[src/rtl/noc_packetizer.sv]
// noc_packetizer: local-port injection stage in front of one XY mesh node.
// It accepts one wide message per handshake and slices it into single-flit
// packets. Every flit carries the full XY routing header, so the mesh routes
// each flit on its own; deterministic XY routing keeps the flits in order.
module noc_packetizer #(
  parameter int DATA_WIDTH    = 32,
  parameter int X_DIMENSION   = 4,
  parameter int Y_DIMENSION   = 4,
  parameter int FLITS_PER_MSG = 4
) (
  input  logic                                 clk_i,
  input  logic                                 rst_i,
  input  logic [FLITS_PER_MSG*(DATA_WIDTH
               - ((X_DIMENSION > 1) ? $clog2(X_DIMENSION) : 1)
               - ((Y_DIMENSION > 1) ? $clog2(Y_DIMENSION) : 1)
               - $clog2(FLITS_PER_MSG) - 1)-1:0] msg_data_i,
  input  logic [((X_DIMENSION > 1) ? $clog2(X_DIMENSION) : 1)-1:0] msg_dest_x_i,
  input  logic [((Y_DIMENSION > 1) ? $clog2(Y_DIMENSION) : 1)-1:0] msg_dest_y_i,
  input  logic [$clog2(FLITS_PER_MSG)-1:0]     msg_len_i,
  input  logic                                 msg_valid_i,
  output logic                                 msg_ready_o,
  output logic [DATA_WIDTH-1:0]                flit_data_o,
  output logic                                 flit_valid_o,
  input  logic                                 flit_ready_i,
  output logic                                 err_o,
  output logic [15:0]                          msg_cnt_o
);

  // Header field widths; a one-column or one-row mesh still gets a 1-bit field.
  localparam int XW        = (X_DIMENSION > 1) ? $clog2(X_DIMENSION) : 1;
  localparam int YW        = (Y_DIMENSION > 1) ? $clog2(Y_DIMENSION) : 1;
  localparam int IW        = $clog2(FLITS_PER_MSG);
  localparam int PW        = DATA_WIDTH - XW - YW - IW - 1;
  localparam int MSG_WIDTH = FLITS_PER_MSG * PW;

  // Limits widened by one bit so the compare also works for power-of-two sizes.
  localparam logic [XW:0] X_LIM   = (XW+1)'(X_DIMENSION);
  localparam logic [YW:0] Y_LIM   = (YW+1)'(Y_DIMENSION);
  localparam logic [IW:0] LEN_LIM = (IW+1)'(FLITS_PER_MSG);

  typedef enum logic {
    IDLE = 1'b0,
    SEND = 1'b1
  } state_t;

  state_t                 state_reg;
  logic [MSG_WIDTH-1:0]   data_reg;
  logic [XW-1:0]          dest_x_reg;
  logic [YW-1:0]          dest_y_reg;
  logic [IW-1:0]          len_reg;
  logic [IW-1:0]          idx_reg;
  logic                   flit_valid_reg;
  logic                   err_reg;
  logic [15:0]            msg_cnt_reg;

  logic                   msg_legal;
  logic                   last_flit;
  logic                   flit_fire;
  logic [PW-1:0]          chunk [FLITS_PER_MSG];

  // A message is legal when the destination lies inside the mesh and its
  // length fits in the latched payload.
  assign msg_legal = ({1'b0, msg_dest_x_i} < X_LIM) &&
                     ({1'b0, msg_dest_y_i} < Y_LIM) &&
                     ({1'b0, msg_len_i}    < LEN_LIM);

  assign last_flit = (idx_reg == len_reg);
  assign flit_fire = flit_valid_reg && flit_ready_i;

  // Split the latched message into its per-flit payload chunks.
  generate
    for (genvar gi = 0; gi < FLITS_PER_MSG; gi++) begin : g_chunk
      assign chunk[gi] = data_reg[gi*PW +: PW];
    end
  endgenerate

  // The flit is built from registered state only, so it holds steady during
  // a stall. It is forced to zero while no flit is offered so the bus is
  // deterministic in idle and reset.
  always_comb begin
    flit_data_o = '0;
    if (flit_valid_reg) begin
      flit_data_o = {dest_x_reg, dest_y_reg, idx_reg, last_flit, chunk[idx_reg]};
    end
  end

  // Accept in IDLE, or on the cycle the last flit leaves, so that
  // back-to-back messages see no bubble.
  always_comb begin
    msg_ready_o = 1'b0;
    if (state_reg == IDLE) begin
      msg_ready_o = 1'b1;
    end else begin
      msg_ready_o = last_flit && flit_ready_i;
    end
  end

  assign flit_valid_o = flit_valid_reg;
  assign err_o        = err_reg;
  assign msg_cnt_o    = msg_cnt_reg;

  // Control FSM: message acceptance, flit sequencing, error pulse and counter.
  always_ff @(posedge clk_i) begin
    if (rst_i) begin
      state_reg      <= IDLE;
      data_reg       <= '0;
      dest_x_reg     <= '0;
      dest_y_reg     <= '0;
      len_reg        <= '0;
      idx_reg        <= '0;
      flit_valid_reg <= 1'b0;
      err_reg        <= 1'b0;
      msg_cnt_reg    <= '0;
    end else begin
      err_reg <= 1'b0;
      case (state_reg)
        IDLE: begin
          if (msg_valid_i) begin
            if (msg_legal) begin
              data_reg       <= msg_data_i;
              dest_x_reg     <= msg_dest_x_i;
              dest_y_reg     <= msg_dest_y_i;
              len_reg        <= msg_len_i;
              idx_reg        <= '0;
              flit_valid_reg <= 1'b1;
              state_reg      <= SEND;
            end else begin
              // Illegal messages are consumed and dropped with an error pulse.
              err_reg <= 1'b1;
            end
          end
        end
        SEND: begin
          if (flit_fire) begin
            if (!last_flit) begin
              idx_reg <= idx_reg + 1'b1;
            end else begin
              msg_cnt_reg <= msg_cnt_reg + 16'd1;
              if (msg_valid_i && msg_legal) begin
                // Next message rides straight in behind the last flit.
                data_reg   <= msg_data_i;
                dest_x_reg <= msg_dest_x_i;
                dest_y_reg <= msg_dest_y_i;
                len_reg    <= msg_len_i;
                idx_reg    <= '0;
              end else begin
                err_reg        <= msg_valid_i;
                flit_valid_reg <= 1'b0;
                state_reg      <= IDLE;
              end
            end
          end
        end
        default: begin
          flit_valid_reg <= 1'b0;
          state_reg      <= IDLE;
        end
      endcase
    end
  end

endmodule

[config.mk]
export PLATFORM = sky130hd
export DESIGN_NAME = noc_packetizer
export DESIGN_NICKNAME = d
export VERILOG_FILES = /design/src/rtl/noc_packetizer.sv
export SDC_FILE = /design/constraint.sdc
export NUM_CORES = 1
export LEC_CHECK = 0
export ABC_AREA = 1
export CORE_MARGIN = 8
export CORE_UTILIZATION = 45
export CTS_CLUSTER_DIAMETER = 80
export CTS_CLUSTER_SIZE = 8
export DETAILED_ROUTE_END_ITERATION = 8
export PLACE_DENSITY = 0.74
export SYNTH_ARGS = -nofsm -noshare
export SYNTH_HDL_FRONTEND = slang
export SYNTH_SLANG_ARGS = --single-unit
[constraint.sdc]
create_clock -name clk_i -period 1.52 [get_ports clk_i]
set_input_delay 0.304 -clock clk_i [delete_from_list [all_inputs] [get_ports clk_i]]
set_output_delay 0.304 -clock clk_i [all_outputs]
set_load 0.01 [all_outputs]
==> flow_metrics.tcl <==
set metrics [dict create \
    die_y_um 134 \
    power_density_nw_per_um2 1040 \
    ctsHtreeMaxLevel 4 \
    grt_pass1_wl_um 32200 \
    drc_errors 0 \
    syn_nets 1062 \
    crit_type "reg -> out" \
    io_pins 161 \
    cts_buffers 17 \
    placed_cell_area_um2 8390 \
    track_usage_pct 22.0 \
    crit_fanout 5 \
    clk_pin_slew_ns 0.06 \
    maxCapViolations 0 \
    min_path_cells 2 \
    setup_ws_ns -0.548 \
    holdPathEnd "data_reg[2]" \
    syn2layout_area_growth_pct 52.2 \
    violations "negative setup slack" \
    die_w_um 134 \
    synth.cell_area_um2 6270 \
    hold_violations 0 \
    numPortBuffers 159 \
    synth_cell_type_count 25 \
    cts_buffer_depth 2 \
    wl_um 21600 \
    cts-root-buf "clkbuf_16" \
    post-place-ws_ns -0.443 \
    wl_per_cell_um 16.1 \
    vias_per_cell 5.18 \
    cp.arrival_ns 1.76 \
    r2r_end "data_reg[19]" \
    ys_warn_count 0 \
    post-route-period-util_pct 136 \
    start_util_pct 45.6 \
    synth_cells 951 \
    worstHoldStart "data_reg[2]" \
    fmax_mhz 484 \
    first_pass_iters 5 \
    setup.worst_path.start_class "register" \
    synth_seq_cells 126 \
    hold_class "reg -> reg" \
    grt_pass1_vias 6347 \
    syn_avg_cell_area_um2 6.60 \
    finalSetupViolCount 147 \
    grt-ovfl-total 0 \
    fin_nets 1258 \
    status "finished with violations" \
    drive_above_1_share_pct 16.5 \
    multi_input_area_um2 3450 \
    crit_required_ns 1.22 \
    largest_reg_flops 100 \
    stdcell_area_um2 9550 \
    antenna_found_initial 0 \
    cts_hold_buffers 0 \
    maxSlewViolCount 0 \
    cp-end-kind "output port" \
    rsz0062_at_grt "yes" \
    insertion_delay_ns 0.42 \
    r2r_setup_slack_ns -0.37 \
    layout_common_cells "nor2_1, nand2_1, dfxtp_1" \
    ys_async_sr_fraction_pct 0 \
    synth_ff_type "dfxtp_1" \
    ys_seq_area_share_pct 40.2 \
    reg2reg_from "idx_reg[0]" \
    finalClockSkew_ns 0.00704 \
    dp_hpwl_um 14200 \
    timing.hold.ws_ns 0.473 \
    cts_tree "yes" \
    clock-sinks 126 \
    die_area_um2 18000 \
    fillers 1155 \
    utilization_pct 69.4 \
    synth_edf_count 0 \
    core-area_um2 13800 \
    regArea_um2 2530 \
    final_common_cell "nor2_1" \
    max-vdd-ir-drop_mv 0.804 \
    rows 43 \
    antenna_left 0 \
    r2r_cells 13 \
    vias 6941 \
    p_leak_nw 4.30 \
    diodes 0 \
    gp_routability_congestion 0.867 \
    initialDrtViolationCount 586 \
    finalCriticalPeriod_ns 2.07 \
    grt_max_degree 48 \
]
## area by class of cell
cell class / instances / area share (%)
multi-input cells: 726 / 36.1
repair buffers: 243 / 27.1
clock buffers: 28 / 5.62
clock inverters: 4 / 0.760
flip-flops and latches: 126 / 26.5
repair inverters: 2 / 0.183
inverters: 31 / 1.36
well taps: 180 / 2.36
## cell families after synthesis
family,share of synthesized area [%]
buffers and inverters,6.96
AO/OA/AOI/OAI,7.48
AND/OR/NAND/NOR,45.1
flip-flops,40.2
other,0.0598
adder cells (fa/ha/maj),0.199
## Yosys cell counts, types with 3 or more instances
master	number	area, µm²
a21oi_1	38	190
buf_2	17	85.1
buf_1	10	37.5
inv_2	3	11.3
nor2_1	342	1280
clkbuf_1	34	128
nand3b_1	106	796
buf_4	3	22.5
nand2_2	4	25.0
o21ai_0	54	270
nand2_1	149	559
inv_1	27	101
dfxtp_1	126	2520
buf_6	4	45.0
nand3_1	14	70.1
nor3_1	11	55.1
## critical path, cell delays in order (launching register included)
cell       delay [ns]
dfxtp_4          0.38
buf_8            0.15
clkbuf_16        0.15
nor2_1           0.04
nor2_1           0.10
o21ai_1          0.13
a21oi_1          0.23
buf_2            0.17
## through the flow
stage	power, mW	TNS, ns	instances
5_1_grt	10.3	-52.95	1340
6_report	9.91	-40.71	1340
3_5_place_dp	5.54	-48.30	1282
2_1_floorplan	4.79	0	951
3_3_place_gp	5.51	-43.37	1282
4_1_cts	9.72	-27.02	1322
## power by group
part / total, mW / leakage, nW / switching [mW] / internal (mW)
registers: 3.79 / 1.04 / 0.189 / 3.61
logic: 1.98 / 2.96 / 0.967 / 1.01
clock network: 4.14 / 0.297 / 1.42 / 2.72
total: 9.91 / 4.30 / 2.57 / 7.34
## timing repair
item / CTS / global route
pin swaps: 8 / 33
cloned: 1 / 12
resized for setup: 206 / 80
setup buffers: 7 / 9
setup endpoints to repair: 174 / 167
## worst max path at each step
stage	cells after the start	slack, ns	endpoint	from
final	7	-0.55	flit_data_o[15]	idx_reg[0]
after global routing	8	-0.56	flit_data_o[16]	idx_reg[0]
after CTS	5	-0.44	flit_data_o[7]	idx_reg[0]
after detailed placement	7	-0.44	flit_data_o[19]	idx_reg[0]
after global placement	6	-0.43	flit_data_o[23]	idx_reg[0]
after floorplan	8	0.006	data_reg[85]	flit_valid_o
## layer usage
metal  global-route usage [%]  share of wire, %
met5                        0                 0
met4                     6.99               2.6
met3                     6.88               8.9
met2                     35.5                47
met1                     27.4                41
No activity file was read; power rests on OpenSTA's default activity.
